File: src/rtl/pc_jump_fetch.sv
// Fetch stage: owns the PC, forms PC+4 and the jump target, selects the
// redirect target and drives the IF/ID pipeline register. A redirect that
// arrives while the pipe is stalled is parked until the stall releases.
module pc_jump_fetch #(
  parameter logic [31:0] RESET_PC  = 32'h0000_0000,
  parameter logic [31:0] NOP_INSTR = 32'h0000_0000
) (
  input  logic        clk,
  input  logic        rst,
  input  logic        stall,
  input  logic        jump,
  input  logic [27:0] jump_shifted,
  input  logic        branch_taken,
  input  logic [31:0] branch_target,
  input  logic [31:0] instr_in,
  output logic [31:0] pc,
  output logic [31:0] if_id_pc4,
  output logic [31:0] if_id_instr,
  output logic        if_id_valid
);

  typedef enum logic {
    NORMAL,
    PENDING
  } state_t;

  state_t      state_q;
  logic [31:0] pc_q;
  logic [31:0] pendTarget_q;
  logic [31:0] ifIdPc4_q;
  logic [31:0] ifIdInstr_q;
  logic        ifIdValid_q;

  logic [31:0] pcPlus4;
  logic [31:0] jumpTarget;
  logic [31:0] redirectTarget;
  logic        redirect;

  // Address arithmetic and redirect selection; the jump borrows the upper
  // nibble of the jump instruction's own PC+4, and a taken branch outranks it.
  always_comb begin
    pcPlus4        = pc_q + 32'd4;
    jumpTarget     = {ifIdPc4_q[31:28], jump_shifted};
    redirect       = branch_taken | jump;
    redirectTarget = branch_taken ? branch_target : jumpTarget;
  end

  // PC, IF/ID and pending-redirect state machine; a redirect seen during a
  // stall is remembered (newest wins) and applied on the first unstalled cycle.
  always_ff @(posedge clk or posedge rst) begin
    if (rst) begin
      state_q      <= NORMAL;
      pc_q         <= RESET_PC;
      pendTarget_q <= 32'h0000_0000;
      ifIdPc4_q    <= 32'h0000_0000;
      ifIdInstr_q  <= NOP_INSTR;
      ifIdValid_q  <= 1'b0;
    end else begin
      case (state_q)
        NORMAL: begin
          if (stall) begin
            if (redirect) begin
              pendTarget_q <= redirectTarget;
              state_q      <= PENDING;
            end
          end else if (redirect) begin
            pc_q        <= redirectTarget;
            ifIdPc4_q   <= 32'h0000_0000;
            ifIdInstr_q <= NOP_INSTR;
            ifIdValid_q <= 1'b0;
          end else begin
            pc_q        <= pcPlus4;
            ifIdPc4_q   <= pcPlus4;
            ifIdInstr_q <= instr_in;
            ifIdValid_q <= 1'b1;
          end
        end
        PENDING: begin
          if (stall) begin
            if (redirect) begin
              pendTarget_q <= redirectTarget;
            end
          end else begin
            pc_q        <= redirect ? redirectTarget : pendTarget_q;
            ifIdPc4_q   <= 32'h0000_0000;
            ifIdInstr_q <= NOP_INSTR;
            ifIdValid_q <= 1'b0;
            state_q     <= NORMAL;
          end
        end
        default: begin
          state_q <= NORMAL;
        end
      endcase
    end
  end

  assign pc          = pc_q;
  assign if_id_pc4   = ifIdPc4_q;
  assign if_id_instr = ifIdInstr_q;
  assign if_id_valid = ifIdValid_q;

endmodule

File: config.mk
export PLATFORM = sky130hd
export DESIGN_NAME = pc_jump_fetch
export DESIGN_NICKNAME = d
export VERILOG_FILES = /design/src/rtl/pc_jump_fetch.sv
export SDC_FILE = /design/constraint.sdc
export NUM_CORES = 1
export LEC_CHECK = 0
export CORE_ASPECT_RATIO = 1.75
export CORE_MARGIN = 4
export CORE_UTILIZATION = 50
export CTS_BUF_LIST = sky130_fd_sc_hd__clkbuf_16
export CTS_CLUSTER_SIZE = 28
export DETAILED_ROUTE_END_ITERATION = 7
export PLACE_DENSITY = 0.83
export SLEW_MARGIN = 10
export SYNTH_ARGS = -nofsm -noshare
export SYNTH_HDL_FRONTEND = slang
export SYNTH_SLANG_ARGS = --single-unit
File: constraint.sdc
create_clock -name clk -period 7.1 [get_ports clk]
set_input_delay 1.42 -clock clk [delete_from_list [all_inputs] [get_ports clk]]
set_output_delay 1.42 -clock clk [all_outputs]
set_load 0.1 [all_outputs]
==> results of run 1 <==
## sequential cells by signal, indices dropped and copies added (netlist names)
register / count
if_id_instr: 32
if_id_pc4: 32
pc: 32
pendTarget_q: 32
if_id_valid: 1
state_q: 1
## worst reg2reg max path: cells and delay by family, from the launching register on
| family | cells | cell delay (ns) |
|---|---|---|
| flip-flops | 1 | 0.51 |
| AND/OR/NAND/NOR | 3 | 1.83 |
| AO/OA/AOI/OAI | 1 | 0.30 |
## synthesized netlist by cell type (all sizes together) (2+ instances only)
| cell | instances |
|---|---|
| a211oi | 2 |
| a21boi | 2 |
| a21oi | 46 |
| a221o | 11 |
| a221oi | 12 |
| a22o | 3 |
| a22oi | 3 |
| a311oi | 3 |
| a31oi | 2 |
| a32oi | 4 |
| a41oi | 3 |
| and2 | 9 |
| and3 | 10 |
| and4 | 11 |
| buf | 20 |
| clkbuf | 56 |
| dfrtp | 130 |
| inv | 15 |
| nand2 | 136 |
| nand2b | 8 |
| nand3 | 33 |
| nand3b | 3 |
| nand4 | 20 |
| nor2 | 44 |
| nor2b | 9 |
| nor3 | 17 |
| nor4 | 2 |
| o2111ai | 2 |
| o211a | 2 |
| o211ai | 23 |
| o21ai | 65 |
| o22ai | 30 |
| o311ai | 5 |
| o31ai | 9 |
| o32a | 8 |
| o41ai | 2 |
| or3 | 9 |
| or4 | 2 |
| xnor2 | 10 |
| xor2 | 3 |
## power breakdown
part / switching [W] / total [W] / internal (W)
registers: 0.0000794 / 0.000888 / 0.000808
clock network: 0.000333 / 0.000881 / 0.000548
logic: 0.000507 / 0.000707 / 0.000200
total: 0.000920 / 0.00248 / 0.00156
## logic make-up after synthesis
logic type | count (synthesis) | synth area share, %
XOR/XNOR | 13 | 1.65
buffers and inverters | 91 | 5.36
AND/OR/NAND/NOR | 315 | 21.7
AO/OA/AOI/OAI | 247 | 23.9
adder cells (fa/ha/maj) | 1 | 0.181
flip-flops | 130 | 47.1
multiplexers | 1 | 0.145
## through the flow
stage	std cells	hold slack, ns
2_1_floorplan	798	0.465
3_3_place_gp	1099	0.466
3_5_place_dp	1099	0.472
4_1_cts	1131	0.486
5_1_grt	1131	0.512
6_report	1131	0.483
## final cells by class
type | count | share of cell area [%]
Timing Repair Buffer | 203 | 21.3
Inverter | 15 | 0.624
Multi-Input combinational cell | 577 | 35.0
Tap cell | 174 | 2.31
Clock buffer | 17 | 4.51
Sequential cell | 130 | 34.5
Clock inverter | 15 | 1.77
## per-layer routing
metal  vias up  track usage [%]  share of wire (%)
li1       3223                -                  -
met1      3312             31.3                 37
met2       363             48.5                 51
met3        65             5.04                6.5
met4         0             18.9                5.7
met5         -                0                  0
## final timing paths
path | slack [ns] | end | from | cells after the start
max | 3.42 | pendTarget_q[24]$_DFFE_PP0P_ | jump | 4
min | 0.48 | if_id_instr[2]$_DFFE_PP0P_ | if_id_instr[2]$_DFFE_PP0P_ | 2
max reg2reg | 4.36 | if_id_pc4[19]$_DFFE_PP0P_ | pc[7]$_DFFE_PP0P_ | 4
min reg2reg | 0.48 | if_id_instr[2]$_DFFE_PP0P_ | if_id_instr[2]$_DFFE_PP0P_ | 2
max in group asynchronous | 4.20 | if_id_instr[26]$_DFFE_PP0P_ | rst | 3
min in group asynchronous | 1.51 | if_id_instr[15]$_DFFE_PP0P_ | rst | 2
==> flow_metrics.tcl, run 1 <==
set metrics [dict create \
    outcome "complete, no violations" \
    synth_area_leader_cell "dfrtp_1" \
    fin_util_pct 70.1 \
    required_ns 7.37 \
    ys.flop_type "dfrtp_1" \
    ys_ff_latch 130 \
    synth-edff-count 0 \
    finalSetupViolCount 0 \
    nNetsFinal 1042 \
    fin_tns_setup_ns 0 \
    grt_pass1_vias 6879 \
    yosys_warnings 0 \
    maxSlewHeadroom_pct 30.1 \
    htree_levels 4 \
    pre_cts_ws_ns 3.03 \
    synth_top_area_share_pct 47.1 \
    path_delay_family "buffers and inverters" \
    antenna_cells 0 \
    viasPerCell 6.16 \
    clock_latency_ns 0.42 \
    drtIter0Drc 506 \
    cpPeakStageDelay_ns 1.10 \
    hold_path.class "flop to flop" \
    cts.repair.resized 0 \
    antenna_found_initial 0 \
    grt_usage_pct 28.0 \
    core_area_sq_um 13500 \
    grt_overflow 0 \
    syn_area_sq_um 6910 \
    finalClockSkew_ns 0.0106 \
    synthArstFlopShare_pct 100 \
    drt-total-wl_mm 22.4 \
    regArea_sq_um 3250 \
    via_count 6963 \
    layout_worst_path_cycle_share_pct 51.8 \
    final_common_cell "clkdlybuf4s50_1" \
    drive_gt1_share_pct 4.60 \
    cts.sinks 130 \
    clock.fmax_mhz 272 \
    final_cell_mix "clkdlybuf4s50_1, nand2_1, dfrtp_1" \
    arrival_ns 3.95 \
    ant_nets 0 \
    numCtsBuffers 17 \
    multiInputGateArea_sq_um 3290 \
    fillCellCount 1087 \
    clockBufferDepth 2 \
    die-width_microns 96.9 \
    io_buffers 193 \
    die_area_sq_um 15800 \
    place_hpwl_mm 15.5 \
    drv_cap 0 \
    cts_hold_buf 0 \
    cts_setup_buffers 0 \
    cp-start-kind "input port" \
    tritoncts "yes" \
    area_delta_synth_final_pct 36.4 \
    maxSlewViolCount 0 \
    num_rows 56 \
    wire_per_inst_microns 19.8 \
    yosys-top-cells-area "dfrtp_1, nand2_1, o21ai_0, a21oi_1, clkbuf_1" \
    place.gp.congestion 0.934 \
    setup.worst_path.end_class "flop" \
    fin_crit_ns 3.68 \
    synth_cell_types 58 \
    crit_fanout 28 \
    dieHeight_microns 164 \
    drcViolationCount 0 \
    dr.pass1.iters 5 \
    ir_worst_vdd_mv 0.217 \
    finalHoldViolations 0 \
    fin_ws_ns 3.42 \
    finalPower_w 0.00248 \
    clockRootBuffer "clkbuf_16" \
    grt_max_degree 136 \
    grt_first_pass_wirelength_mm 35.4 \
    initial_utilization_pct 51.4 \
    path_class "input port to flop" \
    leakagePower_nw 3.70 \
    seq_area_frac_synth_pct 47.1 \
    placed_area_sq_um 8830 \
    syn_area_per_cell_sq_um 8.66 \
    path_buf_inv 1 \
    fin_area_sq_um 9420 \
    syn_nets 896 \
    rsz0062_at_grt "false" \
    syn_inst 798 \
    clk_pin_slew_worst_paths_ns 0.06 \
    critPathSlowestCell "clkdlybuf4s50_1" \
    worst_pin_slew_ns 1.04 \
    cp_cell_sequence "clkdlybuf4s50_1 -> nand2_1 -> o21ai_0 -> a21oi_1" \
    powerDensity_nw_per_um2 263 \
    num_io_pins 194 \
]
Note: power is estimated with default switching activity, not from simulation.
==> run 2, diff against run 1 <==
CORE_UTILIZATION = 49   (was 50)
PLACE_DENSITY = 0.82   (was 0.83)
clock period = 3.6 ns   (was 7.1 ns; I/O delays follow)
==> flow_metrics.tcl, run 2 (synthesis results as in run 1) <==
set metrics [dict create \
    outcome "complete, no violations" \
    gr-usage-met3_pct 5.51 \
    drcViolationCount 0 \
    required_ns 2.88 \
    rsz0062_at_grt "false" \
    path_delay_family "buffers and inverters" \
    numCtsBuffers 17 \
    worst_pin_slew_ns 1.01 \
    grt_max_degree 89 \
    antenna_cells 0 \
    leakagePower_nw 3.83 \
    clockBufferDepth 2 \
    cp-start-kind "flop" \
    cts_setup_buffers 0 \
    critPathSlowestCell "clkdlybuf4s50_1" \
    grt_first_pass_wirelength_mm 36.1 \
    maxSlewViolCount 0 \
    place.gp.congestion 0.944 \
    path_class "flop to primary output" \
    path_buf_inv 1 \
    cp_cell_sequence "clkdlybuf4s50_1" \
    dr.pass1.iters 7 \
    drive_gt1_share_pct 8.71 \
    pwr-share-seq_pct 34.1 \
    power.switching_fraction_pct 35.2 \
    cts_hold_buf 0 \
    pwr-share-comb_pct 27.0 \
    grt_use_met1_pct 32.5 \
    nNetsFinal 1050 \
    viasPerCell 6.23 \
    finalClockSkew_ns 0.00731 \
    busiest_layer "met2" \
    finalSetupViolCount 0 \
    clock.fmax_mhz 359 \
    via_count 7105 \
    fin_tns_setup_ns 0 \
    hold_path.class "flop to flop" \
    setup.worst_path.end_class "primary output" \
    area_delta_synth_final_pct 38.2 \
    htree_levels 4 \
    dieHeight_microns 165 \
    use_met2_pct 47.2 \
    drtIter0Drc 488 \
    clk_pin_slew_worst_paths_ns 0.06 \
    antenna_found_initial 0 \
    finalHoldViolations 0 \
    grt_pass1_vias 6996 \
    final_cell_mix "clkdlybuf4s50_1, nand2_1, dfrtp_1" \
    ant_nets 0 \
    num_rows 57 \
    clockRootBuffer "clkbuf_16" \
    cts.sinks 130 \
    core_area_sq_um 13800 \
    die-width_microns 97.8 \
    num_io_pins 194 \
    cpPeakStageDelay_ns 1.18 \
    arrival_ns 2.07 \
    wire_per_inst_microns 20.1 \
    initial_utilization_pct 49.9 \
    clock_latency_ns 0.42 \
    grt_usage_pct 28.0 \
    place_hpwl_mm 15.9 \
    die_area_sq_um 16100 \
    io_buffers 193 \
    pwr-share-clk_pct 39.0 \
    grt_overflow 0 \
    switching_power_w 0.00182 \
    drt-total-wl_mm 22.9 \
    drv_cap 0 \
    ir_worst_vdd_mv 0.337 \
    crit_fanout 7 \
    tritoncts "yes" \
    cts.repair.resized 0 \
    fin_util_pct 69.0 \
    powerDensity_nw_per_um2 541 \
    intPower_w 0.00335 \
    maxSlewHeadroom_pct 32.8 \
    layout_worst_path_cycle_share_pct 77.4 \
    final_common_cell "clkdlybuf4s50_1" \
    fin_crit_ns 2.79 \
]
run 2: changes by cell type in the layout (fill, tap and decap cells not counted):
cell | before | now
clkinv_1 | 4 | 0
bufinv_16 | 3 | 7
inv_1 | 14 | 15
clkinv_4 | 2 | 3
inv_4 | 1 | 0
clkdlybuf4s50_1 | 192 | 162
buf_4 | 10 | 45
buf_12 | 0 | 3
clkinv_2 | 1 | 0
inv_6 | 1 | 0
run 2: final cells by class:
class / instances / area (sq um)
Fill cell: 1114 / 4290
Sequential cell: 130 / 3250
Clock buffer: 17 / 425
Tap cell: 177 / 221
Inverter: 15 / 60.1
Timing Repair Buffer: 211 / 2030
Clock inverter: 14 / 263
Multi-Input combinational cell: 577 / 3290
run 2: path summary, 6_finish.rpt:
path                       depth (start not counted)                          to  slack [ns]                        from
setup / recovery                                   1                       pc[8]        0.81           pc[8]$_DFFE_PP0P_
max in group asynchronous                          3           pc[7]$_DFFE_PP0P_        2.14                         rst
min in group asynchronous                          2    if_id_pc4[4]$_DFFE_PP0P_        0.71                         rst
hold / removal                                     2  if_id_instr[6]$_DFFE_PP0P_        0.48  if_id_instr[6]$_DFFE_PP0P_
setup reg to reg                                   5          pc[16]$_DFFE_PP0P_        1.12           pc[2]$_DFFE_PP0P_
hold reg to reg                                    2  if_id_instr[6]$_DFFE_PP0P_        0.48  if_id_instr[6]$_DFFE_PP0P_
run 2: per-layer routing:
layer | wire, microns | part of all wire, %
met5 | 0 | 0
met2 | 11600 | 51
met1 | 8450 | 37
met4 | 1330 | 5.8
met3 | 1530 | 6.7
run 2: power groups by stage:
stage / Sequential, W / Combinational, W / Clock [W]
after floorplan: 0.00235 / 0.000369 / 0
after global placement: 0.00177 / 0.00137 / 0
after detailed placement: 0.00178 / 0.00139 / 0
after CTS: 0.00175 / 0.00139 / 0.00203
after global routing: 0.00177 / 0.00146 / 0.00210
final: 0.00176 / 0.00139 / 0.00201
run 2: tightest hold or removal path, cell delays in order, from the launching register on:
cell and delay, ns:
dfrtp_1 0.34, nand2_1 0.05, o21ai_0 0.06
run 2: stage by stage:
stage | instances | total power (W) | instance area, sq um | setup slack [ns] | hold slack, ns
3_5_place_dp | 1110 | 0.00316 | 8860 | 0.733 | 0.472
2_1_floorplan | 798 | 0.00272 | 6910 | 1.07 | 0.465
5_1_grt | 1141 | 0.00533 | 9550 | 0.755 | 0.498
3_3_place_gp | 1110 | 0.00315 | 8860 | 0.800 | 0.467
6_report | 1141 | 0.00516 | 9550 | 0.812 | 0.482
4_1_cts | 1141 | 0.00517 | 9550 | 0.814 | 0.487
==> run 3, diff against run 2 <==
CORE_UTILIZATION = 44   (was 49)
PLACE_DENSITY = 0.77   (was 0.82)
clock period = 2.5 ns   (was 3.6 ns; I/O delays follow)
==> flow_metrics.tcl, run 3 (synthesis results as in run 1) <==
set metrics [dict create \
    num_rows 60 \
    clock.fmax_mhz 456 \
    clock_latency_ns 0.43 \
    post_layout_nonfiller_instances 1175 \
    critPathSlowestCell "or4_1" \
    dieHeight_microns 174 \
    cts_setup_buffers 0 \
    reg2reg_from "pc[2]$_DFFE_PP0P_" \
    place.gp.congestion 0.915 \
    cts.sinks 130 \
    clockBufferDepth 2 \
    num_io_pins 194 \
    via_count 7139 \
    drv_cap 0 \
    hold_path.class "input port to asynchronous set/reset pin" \
    leakagePower_nw 4.06 \
    cpPeakStageDelay_ns 0.59 \
    clk_pin_slew_worst_paths_ns 0.06 \
    cts.repair.resized 0 \
    antenna_found_initial 0 \
    numPlacedInstances 1143 \
    drive_gt1_share_pct 18.0 \
    r2r-end "if_id_pc4[28]$_DFFE_PP0P_" \
    grt_overflow 0 \
    antenna_cells 0 \
    grt_first_pass_wirelength_mm 35.9 \
    tritoncts "yes" \
    finalClockSkew_ns 0.0149 \
    finalSetupViolCount 0 \
    fillCellCount 1288 \
    outcome "complete, no violations" \
    rsz0062_at_grt "false" \
    grt_usage_pct 25.8 \
    fin_crit_ns 2.19 \
    grt_max_degree 59 \
    nNetsFinal 1074 \
    cp-start-kind "flop" \
    ir_worst_vdd_mv 0.466 \
    arrival_ns 2.52 \
    cts_hold_buf 0 \
    finalHoldViolations 0 \
    powerDensity_nw_per_um2 750 \
    die_area_sq_um 17900 \
    area_delta_synth_final_pct 38.3 \
    rr_worst_depth 5 \
    fin_tns_setup_ns 0 \
    drt-total-wl_mm 23.3 \
    path_class "flop to flop" \
    finalPower_w 0.00717 \
    clockRootBuffer "clkbuf_16" \
    setup.worst_path.end_class "flop" \
    drtIter0Drc 577 \
    layout_worst_path_cycle_share_pct 87.7 \
    initial_utilization_pct 44.9 \
    reg2reg_slack_ns 0.31 \
    htree_levels 4 \
    viasPerCell 6.08 \
    required_ns 2.83 \
    wire_per_inst_microns 19.8 \
    grt_pass1_vias 6898 \
    numCtsBuffers 17 \
    drcViolationCount 0 \
    die-width_microns 103 \
    core_area_sq_um 15400 \
    maxSlewViolCount 0 \
    cp_cell_sequence "ha_1 -> and4_1 -> nand2_1 -> or4_1 -> o211ai_1" \
    final_cell_mix "nand2_1, buf_4, dfrtp_1" \
    io_buffers 193 \
    place_hpwl_mm 16.7 \
    dr.pass1.iters 6 \
    final_common_cell "nand2_1" \
    ant_nets 0 \
    worst_pin_slew_ns 0.609 \
    maxSlewHeadroom_pct 59.3 \
    crit_fanout 10 \
]
[run 3: cell types whose count changed in the layout (fill, tap and decap cells not counted), sizes merged]
| cell | previous run | this run |
|---|---|---|
| buf | 49 | 140 |
| clkdlybuf4s50 | 162 | 95 |
| bufinv | 7 | 3 |
| inv | 15 | 19 |
| clkinv | 3 | 4 |
[run 3: how the worst max path moves through the flow]
stage	startpoint	end	slack (ns)	cells past startpoint
after floorplan	pc[7]$_DFFE_PP0P_	pc[22]$_DFFE_PP0P_	0.04	6
after global placement	branch_taken	if_id_pc4[22]$_DFFE_PP0P_	0.09	6
after detailed placement	branch_taken	if_id_pc4[25]$_DFFE_PP0P_	0.07	5
after CTS	pc[2]$_DFFE_PP0P_	if_id_pc4[28]$_DFFE_PP0P_	0.33	5
after global routing	pc[2]$_DFFE_PP0P_	if_id_pc4[28]$_DFFE_PP0P_	0.23	5
final	pc[2]$_DFFE_PP0P_	if_id_pc4[28]$_DFFE_PP0P_	0.31	5
[run 3: cell type report]
type                            count  area, sq um  share of cell area, %
Clock buffer                       17          425                   4.45
Inverter                           15         60.1                  0.628
Timing Repair Buffer              235         2110                   22.0
Clock inverter                     15          183                   1.91
Tap cell                          186          233                   2.44
Multi-Input combinational cell    577         3290                   34.5
Sequential cell                   130         3260                   34.1
[run 3: per-stage QoR]
| step | area, sq um | hold WS [ns] | utilization (%) | setup WS (ns) |
|---|---|---|---|---|
| after floorplan | 6920 | 0.465 | - | 0.0383 |
| after global placement | 8950 | 0.465 | 58.1 | 0.0897 |
| after detailed placement | 8950 | 0.473 | 58.1 | 0.0686 |
| after CTS | 9560 | 0.476 | 62.1 | 0.333 |
| after global routing | 9560 | 0.505 | 62.1 | 0.231 |
| final | 9560 | 0.479 | 62.1 | 0.308 |
[run 3: where the power goes]
part           internal, W  switching, W
sequential         0.00230      0.000189
clock              0.00158       0.00102
combinational     0.000584       0.00150
[run 3: layer usage]
| metal | track usage [%] | wire, microns | vias to the layer above |
|---|---|---|---|
| li1 | - | - | 3287 |
| met1 | 30.1 | 8350 | 3413 |
| met2 | 42.9 | 11900 | 353 |
| met3 | 4.75 | 1580 | 86 |
| met4 | 15.6 | 1470 | 0 |
| met5 | 0 | 0 | - |
[run 3: worst max-delay path, delay by kind of cell, from the launching register on]
family | cells | cell delay, ns
flip-flops | 1 | 0.40
AND/OR/NAND/NOR | 3 | 1.34
AO/OA/AOI/OAI | 1 | 0.12
adder cells (fa/ha/maj) | 1 | 0.24
==> RTL edit (config.mk and constraints of run 2) <==
Reset style: synchronous (`rst`), changed in one clocked block.
--- a/src/rtl/pc_jump_fetch.sv
+++ b/src/rtl/pc_jump_fetch.sv
@@ -48,5 +48,5 @@
   // PC, IF/ID and pending-redirect state machine; a redirect seen during a
   // stall is remembered (newest wins) and applied on the first unstalled cycle.
-  always_ff @(posedge clk or posedge rst) begin
+  always_ff @(posedge clk) begin
     if (rst) begin
       state_q      <= NORMAL;
Check against the original RTL: differs if rst is asserted again (counterexample within 4 cycles, from zero or initial values and one cycle with rst high); with rst held inactive, the same outputs for 4 cycles.
==> RTL edit against run 2 <==
- utilization is 1.4 points higher
- critical endpoint is now pc[25]
- total power is 23% lower
- wire length is 17% lower
- highest routed layer unchanged
- synthesized area shrank 13%
- worst setup slack better by 0.014 ns
- design area decreased by 11%
- first-iteration DRC count decreased by 20%
- sequential cell count is the same
- worst hold slack got worse by 0.039 ns
==> RTL edit: results (changes against run 2) <==
Status - finished clean (unchanged)
Vias/cell - 5.72 (was 6.23)
Initial antenna violation count - 0 (unchanged)
Final Skew - 0.00792 ns (was 0.00731 ns)
Final HPWL DP - 13800 um (was 15900 um)
Post-synth top cells - 130 x dfxtp_1, 103 x nand2_1, 57 x nor2_1 (was 136 x nand2_1, 130 x dfrtp_1, 65 x o21ai_0)
First element of the critical path - pc[25] (was pc[8])
Post-Syn Nets - 819 (was 896)
R2r startpoint - pc[2] (unchanged)
Fillers - 999 (was 1114)
Largest net degree at the start of global routing - 69 (was 89)
Tmin final - 2.77 ns (was 2.79 ns)
Number of global-route vias before repair - 5926 (was 6996)
Reg2reg setup slack - 1.35 ns (was 1.12 ns)
GRT Resource Usage Total - 26.3% (was 28.0%)
Initial DRC Count - 388 (was 488)
Placer Congestion - 0.907 (was 0.944)
First-pass GRT wire length - 30200 um (was 36100 um)
Maximum net fanout on the critical path - 6 (was 7)
Hold Path Origin - if_id_pc4[14] (was if_id_instr[6])
Sequential-to-total area share from yosys stat - 43.3% (was 47.1%)
Worst EP arrival - 2.05 ns (was 2.07 ns)
Final net count - 979 (was 1050)
Max VDD drop - 0.420 mV (was 0.337 mV)
Placed Area - 7880 um2 (was 8860 um2)
Async SR Flop Fraction - 0% (was 100%)
Netlist cell types - 54 (was 58)
Top post-synthesis cells by area - dfxtp_1 43%, nand2_1 6.4%, a22o_1 5.0% (was dfrtp_1 47%, nand2_1 7.4%, o21ai_0 4.7%)
Routed WL - 18900 um (was 22900 um)
[RTL edit: changes by cell type after synthesis, moves of 19 or more]
cell and delta:
a211oi_1 +27, a22o_1 +31, dfrtp_1 -130, dfxtp_1 +130, nand2_1 -33, nand3_1 -19, o211ai_1 -23, o22ai_1 -20
[RTL edit: final timing paths]
path	endpoint	cells after the start
worst min-delay path	if_id_pc4[14]	2
worst max-delay path	pc[25]	1
worst max register to register	pc[6]	6
worst min register to register	if_id_pc4[14]	2
[RTL edit: metrics by stage]
step	std cells	utilization (%)	hold slack [ns]	total power (uW)
finish	1059	70.4	0.443	3960
global route	1059	70.4	0.468	4100
CTS	1059	70.4	0.445	3980
detailed placement	1027	65.7	0.436	2350
global placement	1027	65.7	0.434	2340
floorplan	721	-	0.466	2100
[RTL edit: report_power, final]
part	total, uW	switching [uW]	internal (uW)	leakage (uW)
Clock	1640	626	1010	0.000266
Sequential	1580	76.8	1500	0.00106
Combinational	747	499	249	0.00184
[RTL edit: cell families after synthesis]
group                      Yosys count  synth area share [%]
adders and majority gates            1                 0.208
xor gates and xnor gates            25                  3.64
buffers and inverters               71                  5.10
AOI/OAI and AO/OA                  232                  25.4
DFF                                130                  43.3
and+or+nand+nor                    257                  21.5
muxes                                5                 0.853
[RTL edit: final cells by class]
| cell class | count | share of cell area (%) |
|---|---|---|
| Clock inverter | 15 | 1.69 |
| Timing Repair Buffer | 204 | 22.8 |
| Inverter | 8 | 0.355 |
| Multi-Input combinational cell | 520 | 36.9 |
| Sequential cell | 130 | 30.8 |
| Tap cell | 165 | 2.44 |
| Clock buffer | 17 | 5.03 |
[RTL edit: layer usage]
layer	vias up	part of all wire [%]	GRT usage [%]
met5	-	0	0
met4	0	2.7	11.3
met3	37	6.8	5.60
met2	269	51	46.0
met1	2840	39	30.6
li1	2909	-	-
